File: config.mk
export PLATFORM = sky130hd
export DESIGN_NAME = hazard_scoreboard
export DESIGN_NICKNAME = d
export VERILOG_FILES = /design/src/rtl/hazard_scoreboard.sv
export SDC_FILE = /design/constraint.sdc
export NUM_CORES = 1
export LEC_CHECK = 0
export BUFFER_PORTS_ARGS = -buffer_cell sky130_fd_sc_hd__buf_2
export CAP_MARGIN = 20
export CORE_MARGIN = 4
export CORE_UTILIZATION = 44
export CTS_BUF_LIST = sky130_fd_sc_hd__clkbuf_4 sky130_fd_sc_hd__clkbuf_8 sky130_fd_sc_hd__clkbuf_16
export DETAILED_ROUTE_END_ITERATION = 6
export HOLD_SLACK_MARGIN = 0.1
export PLACE_DENSITY = 0.9
export REMOVE_ABC_BUFFERS = 1
export SLEW_MARGIN = 20
export SYNTH_ARGS = -nofsm -noshare
export SYNTH_HDL_FRONTEND = slang
export SYNTH_SLANG_ARGS = --single-unit
File: constraint.sdc
create_clock -name clk -period 5.7 [get_ports clk]
set_clock_uncertainty 0.1 [all_clocks]
set_input_delay 1.14 -clock clk [delete_from_list [all_inputs] [get_ports clk]]
set_output_delay 1.14 -clock clk [all_outputs]
set_load 0.01 [all_outputs]
File: src/rtl/hazard_scoreboard.sv
// Load-use hazard scoreboard: per-register countdown of outstanding load latency, with combinational stall enables.
// Optional stall-cycle performance counter is built when HAZARD_STALL_COUNTER_EN is defined.
module hazard_scoreboard #(
    parameter int REG_ADDR_W = 3,
    parameter int LOAD_LAT   = 1
) (
    input  logic                         clk,
    input  logic                         rst,
    input  logic                         issue_valid,
    input  logic [REG_ADDR_W-1:0]        issue_rs,
    input  logic [REG_ADDR_W-1:0]        issue_rt,
    input  logic                         issue_uses_rs,
    input  logic                         issue_uses_rt,
    input  logic                         issue_wr_en,
    input  logic [REG_ADDR_W-1:0]        issue_rd,
    input  logic                         issue_is_load,
    input  logic                         mem_wait,
    input  logic                         flush,
    output logic                         PC_write_en,
    output logic                         PR1_IF_ID_write_en,
    output logic                         control_signals_en,
    output logic [(2**REG_ADDR_W)-1:0]   pending_mask,
    output logic [15:0]                  stall_cycles
);

    localparam int NUM_REGS = 2**REG_ADDR_W;
    localparam int CNT_W    = $clog2(LOAD_LAT + 1);
    localparam logic [CNT_W-1:0] LAT_VAL  = CNT_W'(LOAD_LAT);
    localparam logic [CNT_W-1:0] CNT_ZERO = {CNT_W{1'b0}};
    localparam logic [CNT_W-1:0] CNT_ONE  = CNT_W'(1);

    logic [CNT_W-1:0]    r_cnt     [NUM_REGS];
    logic [CNT_W-1:0]    w_cnt_nxt [NUM_REGS];
    logic [NUM_REGS-1:0] w_busy;
    logic                w_hazard;
    logic                w_accept;

    // Busy decode of every register counter.
    always_comb begin
        w_busy = {NUM_REGS{1'b0}};
        for (int i = 0; i < NUM_REGS; i++) begin
            w_busy[i] = (r_cnt[i] != CNT_ZERO);
        end
    end

    // rs == rt simply selects the same busy bit twice, so it is never counted double.
    assign w_hazard = issue_valid & ~flush &
                      ((issue_uses_rs & w_busy[issue_rs]) | (issue_uses_rt & w_busy[issue_rt]));
    assign w_accept = issue_valid & ~flush & ~w_hazard & issue_wr_en;

    assign PC_write_en        = ~w_hazard;
    assign PR1_IF_ID_write_en = ~w_hazard;
    assign control_signals_en = ~w_hazard;
    assign pending_mask       = w_busy;

    // Next counter values: allocation of the destination wins over draining.
    always_comb begin
        for (int i = 0; i < NUM_REGS; i++) begin
            w_cnt_nxt[i] = r_cnt[i];
            if (w_accept && (issue_rd == REG_ADDR_W'(i))) begin
                if (issue_is_load) begin
                    w_cnt_nxt[i] = LAT_VAL;
                end else begin
                    w_cnt_nxt[i] = CNT_ZERO;
                end
            end else if (!mem_wait && w_busy[i]) begin
                w_cnt_nxt[i] = r_cnt[i] - CNT_ONE;
            end else begin
                w_cnt_nxt[i] = r_cnt[i];
            end
        end
    end

    // Counter state register.
    always_ff @(posedge clk or posedge rst) begin
        if (rst) begin
            for (int i = 0; i < NUM_REGS; i++) begin
                r_cnt[i] <= CNT_ZERO;
            end
        end else begin
            for (int i = 0; i < NUM_REGS; i++) begin
                r_cnt[i] <= w_cnt_nxt[i];
            end
        end
    end

`ifdef HAZARD_STALL_COUNTER_EN
    logic [15:0] r_stall_cycles;

    // Saturating count of edges on which the ID stage was held.
    always_ff @(posedge clk or posedge rst) begin
        if (rst) begin
            r_stall_cycles <= 16'd0;
        end else if (w_hazard && (r_stall_cycles != 16'hFFFF)) begin
            r_stall_cycles <= r_stall_cycles + 16'd1;
        end else begin
            r_stall_cycles <= r_stall_cycles;
        end
    end

    assign stall_cycles = r_stall_cycles;
`else
    assign stall_cycles = 16'd0;
`endif

endmodule

== Word-level counts from Yosys, hierarchy flattened ==
Cells that the tools add are included.
Word-level totals
  flip-flop bits (word level): 8
  input bits: 18
Operators by class
  add/subtract/negate cells: 8
  $lt $le $gt $ge: 2
  equality and inequality tests: 7
  muxes and demuxes: 21
  bitwise operators: 9
  reduce and logical (&&, ||, !) cells: 26
Operators with widths (count)
  1-bit 2-to-1 mux: 19
  1-bit logical AND: 16
  2-bit nonzero test: 8
  3-bit equality test, second input constant: 4
  3-bit by 4-bit < comparator with 1-bit output, second input constant: 2
  1-bit subtractor, second input constant: 8
  1-bit AND: 6
  1-bit binary-select mux with 3-bit select: 2
  3-bit by 2-bit equality test with 1-bit output, second input constant: 2
  3-bit by 1-bit equality test with 1-bit output, second input constant: 1
  3-bit logical NOT: 1
  1-bit NOT: 2
  1-bit logical NOT: 1
  1-bit OR: 1

== Logic depth before layout (Yosys ltp) ==
  word-level depth: 10
  depth in mapped cells: 6
  depth with buffers taken out: 5

== Worst setup path after synthesis ==
Ideal clock, no wire load.
  path kind: input -> output
  from: input port issue_rt[1]
  to: output port PR1_IF_ID_write_en
  data arrival time: 2448 ps
  required time: 4460 ps
  slack: 2012 ps
  stages on the path: 6
  path buffers: 2
  cells stage by stage: mux4_2 -> nand2b_1 -> a32o_1 -> buf_2 -> nand2_1 -> buf_4
Between the ends
  cells in the longest elaborated chain, start to end: 6
Ends and longest elaborated chain
  start: declaration: line 11  | input logic [REG_ADDR_W-1:0] issue_rt,
  1-bit binary-select mux with 3-bit select: line 48  | ((issue_uses_rs & w_busy[issue_rs]) | (issue_uses_rt & w_busy[issue_rt]));
  1-bit 2-to-1 mux (implied by the code): line 48
  1-bit AND: line 48
  1-bit OR: line 48
  1-bit AND: line 47  | assign w_hazard = issue_valid & ~flush &
  1-bit NOT
  end: declaration: line 20  | output logic PR1_IF_ID_write_en,
No other way between the ends. The select of a mux whose other input is x is not followed.

== Worst setup path in the final report ==
  from: input port issue_rt[1]
  to: output port PC_write_en
Between the ends
  cells in the longest elaborated chain, start to end: 6
Ends and longest elaborated chain
  1-bit binary-select mux with 3-bit select: line 48
  1-bit 2-to-1 mux (implied by the code): line 48
  1-bit AND: line 48
  1-bit OR: line 48
  1-bit AND: line 47
  1-bit NOT: line 51  | assign PC_write_en = ~w_hazard;
  end: declaration: line 19  | output logic PC_write_en,
No other way between the ends. The select of a mux whose other input is x is not followed.

==> flow_metrics.py <==
metrics = {
    "yosys": {
        "synthesis.area_um2": 703,
        "syn_area_per_cell_um2": 9.50,
        "synth-compound-area-share": 0.169,
        "synthDistinctLibCells": 25,
        "ys_ff_latch": 8,
        "synth-simple-area-share": 0.148,
        "syn_inst": 74,
        "yosys.area_share.adder": 0,
        "yosys.area_share.xor_xnor": 0,
        "synthMuxAreaShare": 0.167,
        "ys_seq_area_frac": 0.285,
        "yosys_warnings": 0,
        "synth_top_family_by_area": "buffers and inverters",
    },
    "grt": {
        "grt_pass1_wl_um": 2370,
        "overflow": 0,
        "gr-max-usage-layer": "met2",
        "track_usage": 0.153,
        "grt_pass1_vias": 547,
        "grt_max_degree": 15,
        "use_met2": 0.274,
        "antenna_found_initial": 0,
        "globalRouteMet3Util": 0.0226,
        "met1_usage": 0.171,
    },
    "floorplanning": {
        "start_util": 0.467,
        "ios": 45,
        "core_area_um2": 1510,
        "die_area_um2": 2300,
        "die_w_um": 48.0,
        "die_h_um": 48.0,
        "rows": 14,
    },
    "timing": {
        "period_minus_slack_ps": 3790,
        "fin_setup_tns_ps": 0,
        "grt_setup_unrepaired": "no",
        "hold_violations": 0,
        "setup_viol": 0,
        "post-route-period-util": 0.665,
        "fmax_ghz": 0.264,
        "slew_viol_final": 0,
    },
    "clock_tree": {
        "ctsResizeCount": 0,
        "post-cts-setup-buffers": 0,
        "cts_buffers": 3,
        "clockBufferDepth": 2,
        "clock-sinks": 8,
        "cts_htree_levels": 1,
        "cts_root_buf": "clkbuf_4",
        "tritoncts": "built",
        "insertion_delay_ps": 260,
        "clk_pin_slew_ps": 60,
        "hold_buffers": 0,
    },
    "layout": {
        "antenna_cells": 0,
        "nNetsFinal": 120,
        "largest_reg_flops": 8,
        "fin_cells": 116,
        "utilization": 0.530,
        "final_layout_size_suffix_gt1_frac": 0.360,
        "area_growth_pct": 13.5,
    },
    "drt": {
        "drc": 0,
        "drt-pass1-iter-count": 2,
        "wl_per_cell_um": 14.0,
        "totalWireLength_um": 1630,
        "drtIter0Drc": 6,
        "viasPerCell": 5.27,
        "ant_nets": 0,
        "num_vias": 611,
    },
    "worst_setup_path": {
        "worstSetupPathType": "in -> out",
        "crit_required_ps": 4460,
        "cp-end-kind": "primary output",
        "rr_worst_depth": 5,
        "r2r-end": "pending_mask[3]$_DFFE_PP0P_",
        "cp_slowest_cell": "mux4_2",
        "timing.critical_path.mode_cell": "buf_2",
        "worstSetupStartpointType": "input pin",
        "timing.rr.start": "pending_mask[7]$_DFFE_PP0P_",
        "reg2reg_setup_slack_ps": 3500,
        "cp_slowest_stage_delay_ps": 490,
        "arrival_ps": 2550,
        "crit_chain": "buf_2 > mux4_2 > nand2b_1 > a32o_1 > nand2_1 > buf_2",
        "crit_fanout": 14,
    },
    "placed_design": {
        "numPortBuffers": 28,
        "routabilityCongestion": 0.784,
        "dp_hpwl_um": 1350,
        "place_inst": 113,
    },
    "run_status": {
        "status": "finished, final reports clean",
    },
    "power": {
        "finalPower_mw": 0.130,
        "p_per_area_nw_per_um2": 163,
        "ir_drop_mv": 0.114,
        "leakage_nw": 0.407,
    },
    "worst_hold_path": {
        "hold_depth": 2,
        "hold_class": "reg -> reg",
        "hold_end": "pending_mask[1]$_DFFE_PP0P_",
        "holdCritStartpoint": "pending_mask[1]$_DFFE_PP0P_",
    },
    "run": {
        "cap_violations": 0,
    },
}
worst max path at each step:
stage,start,end,cells after the start,slack [ps]
after detailed placement,issue_rt[1],control_signals_en,6,1900
after global routing,issue_rs[1],control_signals_en,6,1820
after floorplan,issue_rt[1],PC_write_en,4,2120
after CTS,issue_rt[1],control_signals_en,6,1890
final,issue_rt[1],PC_write_en,6,1910
after global placement,issue_rt[1],PR1_IF_ID_write_en,6,1950
report_power, final:
| part | switching [mW] | total, mW | internal [mW] |
|---|---|---|---|
| Sequential | 0.000674 | 0.0581 | 0.0575 |
| Combinational | 0.0183 | 0.0282 | 0.00994 |
| Clock | 0.0193 | 0.0434 | 0.0241 |
logic make-up (layout without fill, tap and decap cells):
group | count (synthesis) | count (layout)
other | 1 | 16
and+or+nand+nor | 18 | 18
DFF | 8 | 8
muxes | 9 | 9
AOI/OAI and AO/OA | 14 | 14
buffers and inverters | 24 | 35
routing by layer:
layer,wire length (µm),share of wire,vias to the layer above
met1,665,0.41,277
li1,-,-,295
met4,28,0.017,0
met5,0,0,-
met3,174,0.11,5
met2,756,0.47,34
synth_stat cells:
cell / number / area [µm²]
nor4b_2: 1 / 15.0
o211ai_1: 2 / 15.0
buf_2: 1 / 5.00
inv_1: 4 / 15.0
nand3_1: 3 / 15.0
o311ai_1: 2 / 17.5
mux2_2: 2 / 22.5
nand3b_1: 1 / 7.51
dfrtp_1: 8 / 200
a2bb2oi_1: 1 / 8.76
o41ai_1: 3 / 26.3
o31ai_1: 2 / 15.0
o311ai_0: 1 / 8.76
nand2_1: 7 / 26.3
mux2i_1: 5 / 50.1
clkbuf_1: 1 / 3.75
mux4_2: 2 / 45.0
nor4_1: 2 / 12.5
and3b_1: 1 / 8.76
o31a_1: 2 / 17.5
nand2b_1: 1 / 6.26
a32o_1: 1 / 10.0
conb_1: 1 / 3.75
nor2b_1: 2 / 12.5
buf_4: 18 / 135
worst max-delay path, delay by kind of cell:
kind	cells	cell delay, ps
mux	1	490
simple gates	2	300
compound gates	1	370
buf+inv	2	260
placed cells by master (no fill, tap or decap):
cell and count:
buf_2 28, conb_1 16, dfrtp_1 8, nand2_1 7, mux2i_1 5, inv_1 4, o41ai_1 3, nand3_1 3
clkbuf_4 3, mux4_2 2, mux2_2 2, o31a_1 2, nor2b_1 2, o311ai_1 2, o211ai_1 2, o31ai_1 2
nor4_1 2, nand2b_1 1, nand3b_1 1, a2bb2oi_1 1, a32o_1 1, and3b_1 1, o311ai_0 1, nor4b_2 1
cell type report:
class,instances,area [µm²]
Clock buffer,3,22.5
Fill cell,141,708
Inverter,4,15.0
Multi-Input combinational cell,57,400
Sequential cell,8,200
Tap cell,16,20.0
Timing Repair Buffer,28,140
per-stage QoR:
step / setup WS [ps] / cell area (µm²) / hold slack [ps]
floorplan: 2120 / 616 / 472
global placement: 1950 / 776 / 453
detailed placement: 1900 / 776 / 470
CTS: 1890 / 798 / 481
global route: 1820 / 798 / 517
finish: 1910 / 798 / 479
(Power assumes the default switching activity.)
